### config.mk
export PLATFORM = sky130hd
export DESIGN_NAME = mem_bus_arbiter
export DESIGN_NICKNAME = d
export VERILOG_FILES = /design/src/rtl/mem_bus_arbiter.sv
export SDC_FILE = /design/constraint.sdc
export NUM_CORES = 1
export LEC_CHECK = 0
export ABC_CLOCK_PERIOD_IN_PS = 1490
export CELL_PAD_IN_SITES_DETAIL_PLACEMENT = 0
export CELL_PAD_IN_SITES_GLOBAL_PLACEMENT = 1
export CORE_MARGIN = 8
export CORE_UTILIZATION = 26
export CTS_BUF_LIST = sky130_fd_sc_hd__clkbuf_8
export DETAILED_ROUTE_END_ITERATION = 6
export GPL_ROUTABILITY_DRIVEN = 0
export MAX_ROUTING_LAYER = met4
export PLACE_DENSITY = 0.81
export SLEW_MARGIN = 20
export SYNTH_ARGS = -nofsm -noshare
export SYNTH_HDL_FRONTEND = slang
export SYNTH_SLANG_ARGS = --single-unit
### constraint.sdc
create_clock -name clk -period 1.49 [get_ports clk]
set_input_delay 0.149 -clock clk [delete_from_list [all_inputs] [get_ports clk]]
set_output_delay 0.149 -clock clk [all_outputs]
set_load 0.02 [all_outputs]
### src/rtl/mem_bus_arbiter.sv
// rtl/mem_bus_arbiter.sv - arbitrates CPU i-read/d-read/d-write and monitor onto one memory port
module mem_bus_arbiter #(
    parameter int TIMEOUT_CYC = 1023
) (
    input  logic        clk,
    input  logic        rst_n,
    input  logic        i_read_req,
    input  logic        i_read_w,
    input  logic        i_read_hw,
    input  logic [31:0] i_read_adr,
    input  logic        d_read_req,
    input  logic        d_read_w,
    input  logic        d_read_hw,
    input  logic [31:0] d_read_adr,
    input  logic        d_write_req,
    input  logic        d_write_w,
    input  logic        d_write_hw,
    input  logic [31:0] d_write_adr,
    input  logic [31:0] d_write_data,
    output logic        read_valid,
    output logic [31:0] read_data,
    output logic        write_finish,
    input  logic        mon_req,
    input  logic        mon_we,
    input  logic [31:0] mon_adr,
    input  logic [31:0] mon_wdata,
    output logic        mon_ack,
    output logic [31:0] mon_rdata,
    output logic        mem_req,
    output logic        mem_we,
    output logic        mem_w,
    output logic        mem_hw,
    output logic [31:0] mem_adr,
    output logic [31:0] mem_wdata,
    input  logic        mem_ack,
    input  logic [31:0] mem_rdata,
    output logic        busy,
    output logic        bus_timeout
);

    localparam int CNT_W = $clog2(TIMEOUT_CYC + 1);
    // Forced completion happens in the TIMEOUT_CYC-th ISSUE cycle (counter starts at 0).
    localparam logic [CNT_W-1:0] TMO_LAST = CNT_W'(TIMEOUT_CYC - 1);
    localparam logic [CNT_W-1:0] TMO_MAX  = CNT_W'(TIMEOUT_CYC);

    typedef enum logic [1:0] {ST_IDLE, ST_ISSUE, ST_DONE} state_t;
    typedef enum logic [1:0] {OWN_IREAD, OWN_DREAD, OWN_DWRITE, OWN_MON} owner_t;

    state_t            state;
    state_t            state_nxt;
    owner_t            owner;
    owner_t            grant_owner;
    logic              last_mon;
    logic [CNT_W-1:0]  tmo_cnt;
    logic              cpu_any;
    logic              grant_any;
    logic              grant_mon;
    logic              tmo_hit;
    logic              finish;

    always_comb begin
        cpu_any   = d_write_req | d_read_req | i_read_req;
        grant_any = cpu_any | mon_req;
        // Monitor wins alone, or on a tie when the CPU group was served last.
        grant_mon = mon_req & (~cpu_any | ~last_mon);
        if (grant_mon) begin
            grant_owner = OWN_MON;
        end else if (d_write_req) begin
            grant_owner = OWN_DWRITE;
        end else if (d_read_req) begin
            grant_owner = OWN_DREAD;
        end else begin
            grant_owner = OWN_IREAD;
        end
        tmo_hit = (tmo_cnt >= TMO_LAST);
        finish  = mem_ack | tmo_hit;

        state_nxt = state;
        case (state)
            ST_IDLE:  if (grant_any) state_nxt = ST_ISSUE;
            ST_ISSUE: if (finish) state_nxt = ST_DONE;
            ST_DONE:  state_nxt = ST_IDLE;
            default:  state_nxt = ST_IDLE;
        endcase
    end

    always_ff @(posedge clk or negedge rst_n) begin
        if (!rst_n) begin
            state <= ST_IDLE;
        end else begin
            state <= state_nxt;
        end
    end

    always_ff @(posedge clk or negedge rst_n) begin
        if (!rst_n) begin
            owner        <= OWN_IREAD;
            last_mon     <= 1'b1;
            tmo_cnt      <= '0;
            mem_req      <= 1'b0;
            mem_we       <= 1'b0;
            mem_w        <= 1'b0;
            mem_hw       <= 1'b0;
            mem_adr      <= '0;
            mem_wdata    <= '0;
            read_valid   <= 1'b0;
            read_data    <= '0;
            write_finish <= 1'b0;
            mon_ack      <= 1'b0;
            mon_rdata    <= '0;
            busy         <= 1'b0;
            bus_timeout  <= 1'b0;
        end else begin
            read_valid   <= 1'b0;
            write_finish <= 1'b0;
            mon_ack      <= 1'b0;
            bus_timeout  <= 1'b0;
            busy         <= (state_nxt != ST_IDLE);
            case (state)
                ST_IDLE: begin
                    if (grant_any) begin
                        mem_req  <= 1'b1;
                        owner    <= grant_owner;
                        last_mon <= (grant_owner == OWN_MON);
                        tmo_cnt  <= '0;
                        case (grant_owner)
                            OWN_MON: begin
                                mem_we    <= mon_we;
                                mem_w     <= 1'b1;
                                mem_hw    <= 1'b0;
                                mem_adr   <= mon_adr;
                                mem_wdata <= mon_wdata;
                            end
                            OWN_DWRITE: begin
                                mem_we    <= 1'b1;
                                mem_w     <= d_write_w;
                                mem_hw    <= d_write_hw;
                                mem_adr   <= d_write_adr;
                                mem_wdata <= d_write_data;
                            end
                            OWN_DREAD: begin
                                mem_we    <= 1'b0;
                                mem_w     <= d_read_w;
                                mem_hw    <= d_read_hw;
                                mem_adr   <= d_read_adr;
                                mem_wdata <= '0;
                            end
                            default: begin
                                mem_we    <= 1'b0;
                                mem_w     <= i_read_w;
                                mem_hw    <= i_read_hw;
                                mem_adr   <= i_read_adr;
                                mem_wdata <= '0;
                            end
                        endcase
                    end
                end
                ST_ISSUE: begin
                    if (tmo_cnt != TMO_MAX) begin
                        tmo_cnt <= tmo_cnt + CNT_W'(1);
                    end
                    if (finish) begin
                        mem_req     <= 1'b0;
                        bus_timeout <= ~mem_ack;
                        case (owner)
                            OWN_MON: begin
                                mon_ack <= 1'b1;
                                if (!mem_we) begin
                                    mon_rdata <= mem_ack ? mem_rdata : 32'h0;
                                end
                            end
                            OWN_DWRITE: write_finish <= 1'b1;
                            default: begin
                                read_valid <= 1'b1;
                                read_data  <= mem_ack ? mem_rdata : 32'h0;
                            end
                        endcase
                    end
                end
                default: begin
                end
            endcase
        end
    end

endmodule

==> flow_metrics.tcl <==
set metrics [dict create \
    status "finished, violations left" \
    failed_checks "setup timing" \
    area_growth_pct 98.8 \
    layout_min_cycle_time_ps 1700 \
    path_class "reg2reg" \
    drv_cap 0 \
    worstPathCellList "buf_6, ha_4, o2111ai_4, o31ai_4, nand2_2, buf_12, a32o_1" \
    coreArea_um2 25000 \
    ys.flop_type "dfrtp_1" \
    finalInstanceArea_um2 13100 \
    clk_pin_slew_ps 100 \
    grt_max_degree 67 \
    dp.final_hpwl_um 22600 \
    cp_data_required_time_ps 1810 \
    netlist_instances 599 \
    r2r.worst_path.cells 7 \
    syn-num-nets 839 \
    finalHoldViolCount 0 \
    viasPerCell 5.19 \
    worst_slew_pin_slew_ps 400 \
    p_leak_uw 0.00554 \
    clock.fmax_mhz 589 \
    layout.cells.non_filler 1414 \
    cts_buffers 17 \
    post-route-util_pct 52.3 \
    gr-total-overflow 0 \
    cp.arrival_ps 2020 \
    yosysWarnings 0 \
    track_usage_pct 21.2 \
    vias 7338 \
    fp.dieW_um 175 \
    placed_area_um2 11500 \
    drive_above_1_share_pct 23.9 \
    row_count 58 \
    drt_pre_antenna_iters 6 \
    worst_slack_ps -207 \
    power_uw 23800 \
    skew_ps 20.0 \
    rsz0062_at_grt "yes" \
    ys_seq_elements 152 \
    final_max_slew_viol_count 0 \
    grt_pass1_wl_um 49100 \
    mostFrequentLayoutCells "clkdlybuf4s50_1 (233), dfrtp_1 (150), dlygate4sd2_1 (137), nor2_1 (101), a32o_1 (64)" \
    root_buffer "clkbuf_8" \
    drt-initial-drc-count 761 \
    irDropWorstVdd_v 0.000937 \
    cp_slowest_cell "dfrtp_1" \
    cts_tree "built" \
    yosys.cell_types.count 48 \
    place_inst 1319 \
    syn_area_um2 6590 \
    synth_edf_count 0 \
    min-delay-path-class "in2async" \
    post-route-period-util_pct 114 \
    r2r-start "tmo_cnt[1]" \
    layout_commonest_cell "clkdlybuf4s50_1" \
    initial_core_util_pct 26.3 \
    start_kind "flip-flop" \
    die_area_um2 30700 \
    ioPinCount 375 \
    max_slew_margin_pct 73.1 \
    setup_viol 142 \
    async_flop_share_pct 100 \
    clk_path_buf_depth 2 \
    wl_per_cell_um 23.5 \
    htree_levels 4 \
    synth.avg_cell_area_um2 11.0 \
    dieHeight_um 175 \
    clkSinkCount 152 \
    cp_max_fo 33 \
    fin_nets 1303 \
    wl_um 33200 \
    powerDensity_nw_per_um2 1820 \
    drc 0 \
    crit_start "tmo_cnt[1]" \
    grt_pass1_vias 8093 \
    yosysSeqAreaShare_pct 57.8 \
    crit_path_end_kind "flip-flop" \
    port_buffers 374 \
    antenna_found_initial 7 \
    worstSkewPairLatency_ps 450 \
    slowest_delay_ps 410 \
    drtAntennaViolNets 0 \
]
## final cells by class
cell class / instances / area [um^2]
inverter: 9 / 37.5
antenna: 8 / 20.0
sequential: 152 / 3810
tap: 330 / 413
timing repair buffer: 501 / 5240
multi-input combinational: 382 / 3170
fill: 2345 / 11900
clock inverter: 15 / 180
clock buffer: 17 / 234
## cell usage after synthesis (all sizes together), types with 2 or more instances
cell type | count | area, um^2
o22a | 3 | 26.3
buf | 27 | 135
or3 | 2 | 12.5
o22ai | 2 | 12.5
a222oi | 33 | 330
nor2 | 105 | 394
dfrtp | 151 | 3780
nor4 | 2 | 18.8
ha | 2 | 25.0
a32o | 64 | 641
inv | 9 | 33.8
a221oi | 32 | 280
o21ai | 3 | 15.0
a21oi | 73 | 365
nand2b | 3 | 18.8
clkbuf | 32 | 120
nand3 | 3 | 15.0
nand2 | 16 | 60.1
nor2b | 2 | 12.5
nor3 | 6 | 35.0
o31ai | 5 | 42.5
## stage by stage
step                      setup TNS [ps]  hold slack [ps]  worst slack (ps)
after CTS                         -22450              127              -245
after floorplan                    -6020             -147              -109
final                             -21060              148              -207
after global placement            -69240             55.0              -906
after detailed placement          -73700             56.7              -870
after global routing              -30740              136              -285
## layer usage
layer | vias to the layer above | GRT usage (%) | wire length, um
met5 | - | - | 0
met4 | 0 | 5.97 | 654
met3 | 34 | 6.02 | 2800
met2 | 364 | 35.0 | 16300
met1 | 3639 | 25.1 | 13400
li1 | 3301 | - | -
## report_power, final
| part | internal [uW] | switching, uW | leakage [uW] |
|---|---|---|---|
| clock | 1560 | 1860 | 0.000205 |
| combinational | 6110 | 7200 | 0.00350 |
| sequential | 6000 | 1090 | 0.00184 |
| total | 13700 | 10200 | 0.00554 |
## critical path: cells and delay by family (launching register included)
family / cells / cell delay, ps
buf+inv: 2 / 300
compound gates: 3 / 640
simple gates: 1 / 110
flops: 1 / 410
fa+ha+maj: 1 / 120
## kinds of logic (layout without fill, tap and decap cells)
logic type | count (synthesis) | in the layout | share of synthesized area [%]
muxes | 1 | 1 | 0.152
and+or+nand+nor | 147 | 148 | 9.53
buffers and inverters | 68 | 542 | 4.39
DFF | 152 | 152 | 57.8
AOI/OAI and AO/OA | 229 | 231 | 27.8
other | 0 | 8 | 0
adders and majority gates | 2 | 2 | 0.380
## sequential cells by signal (all words and copies together), names as in the netlist, 2 cells and up
register   cells
mem_adr       32
mem_wdata     32
mon_rdata     32
read_data     32
tmo_cnt       10
owner          2
state          2
## timing repair
action	4_1_cts	5_1_grt
endpoints found under the hold margin	151	0
pin swaps	71	58
gates cloned	14	4
resized for setup	229	38
endpoints found under the setup margin	284	151
buffers inserted	36	14
hold buffers	1	0
## worst paths after layout
check | to | slack [ps]
worst max register to register | read_data[17] | -210
worst max-delay path | read_data[17] | -210
max in group asynchronous | mem_wdata[25] | 720
min in group clk | state[0] | 230
worst min-delay path | read_data[11] | 150
worst min register to register | mon_rdata[13] | 490
Power figures use the tool's default switching activity.
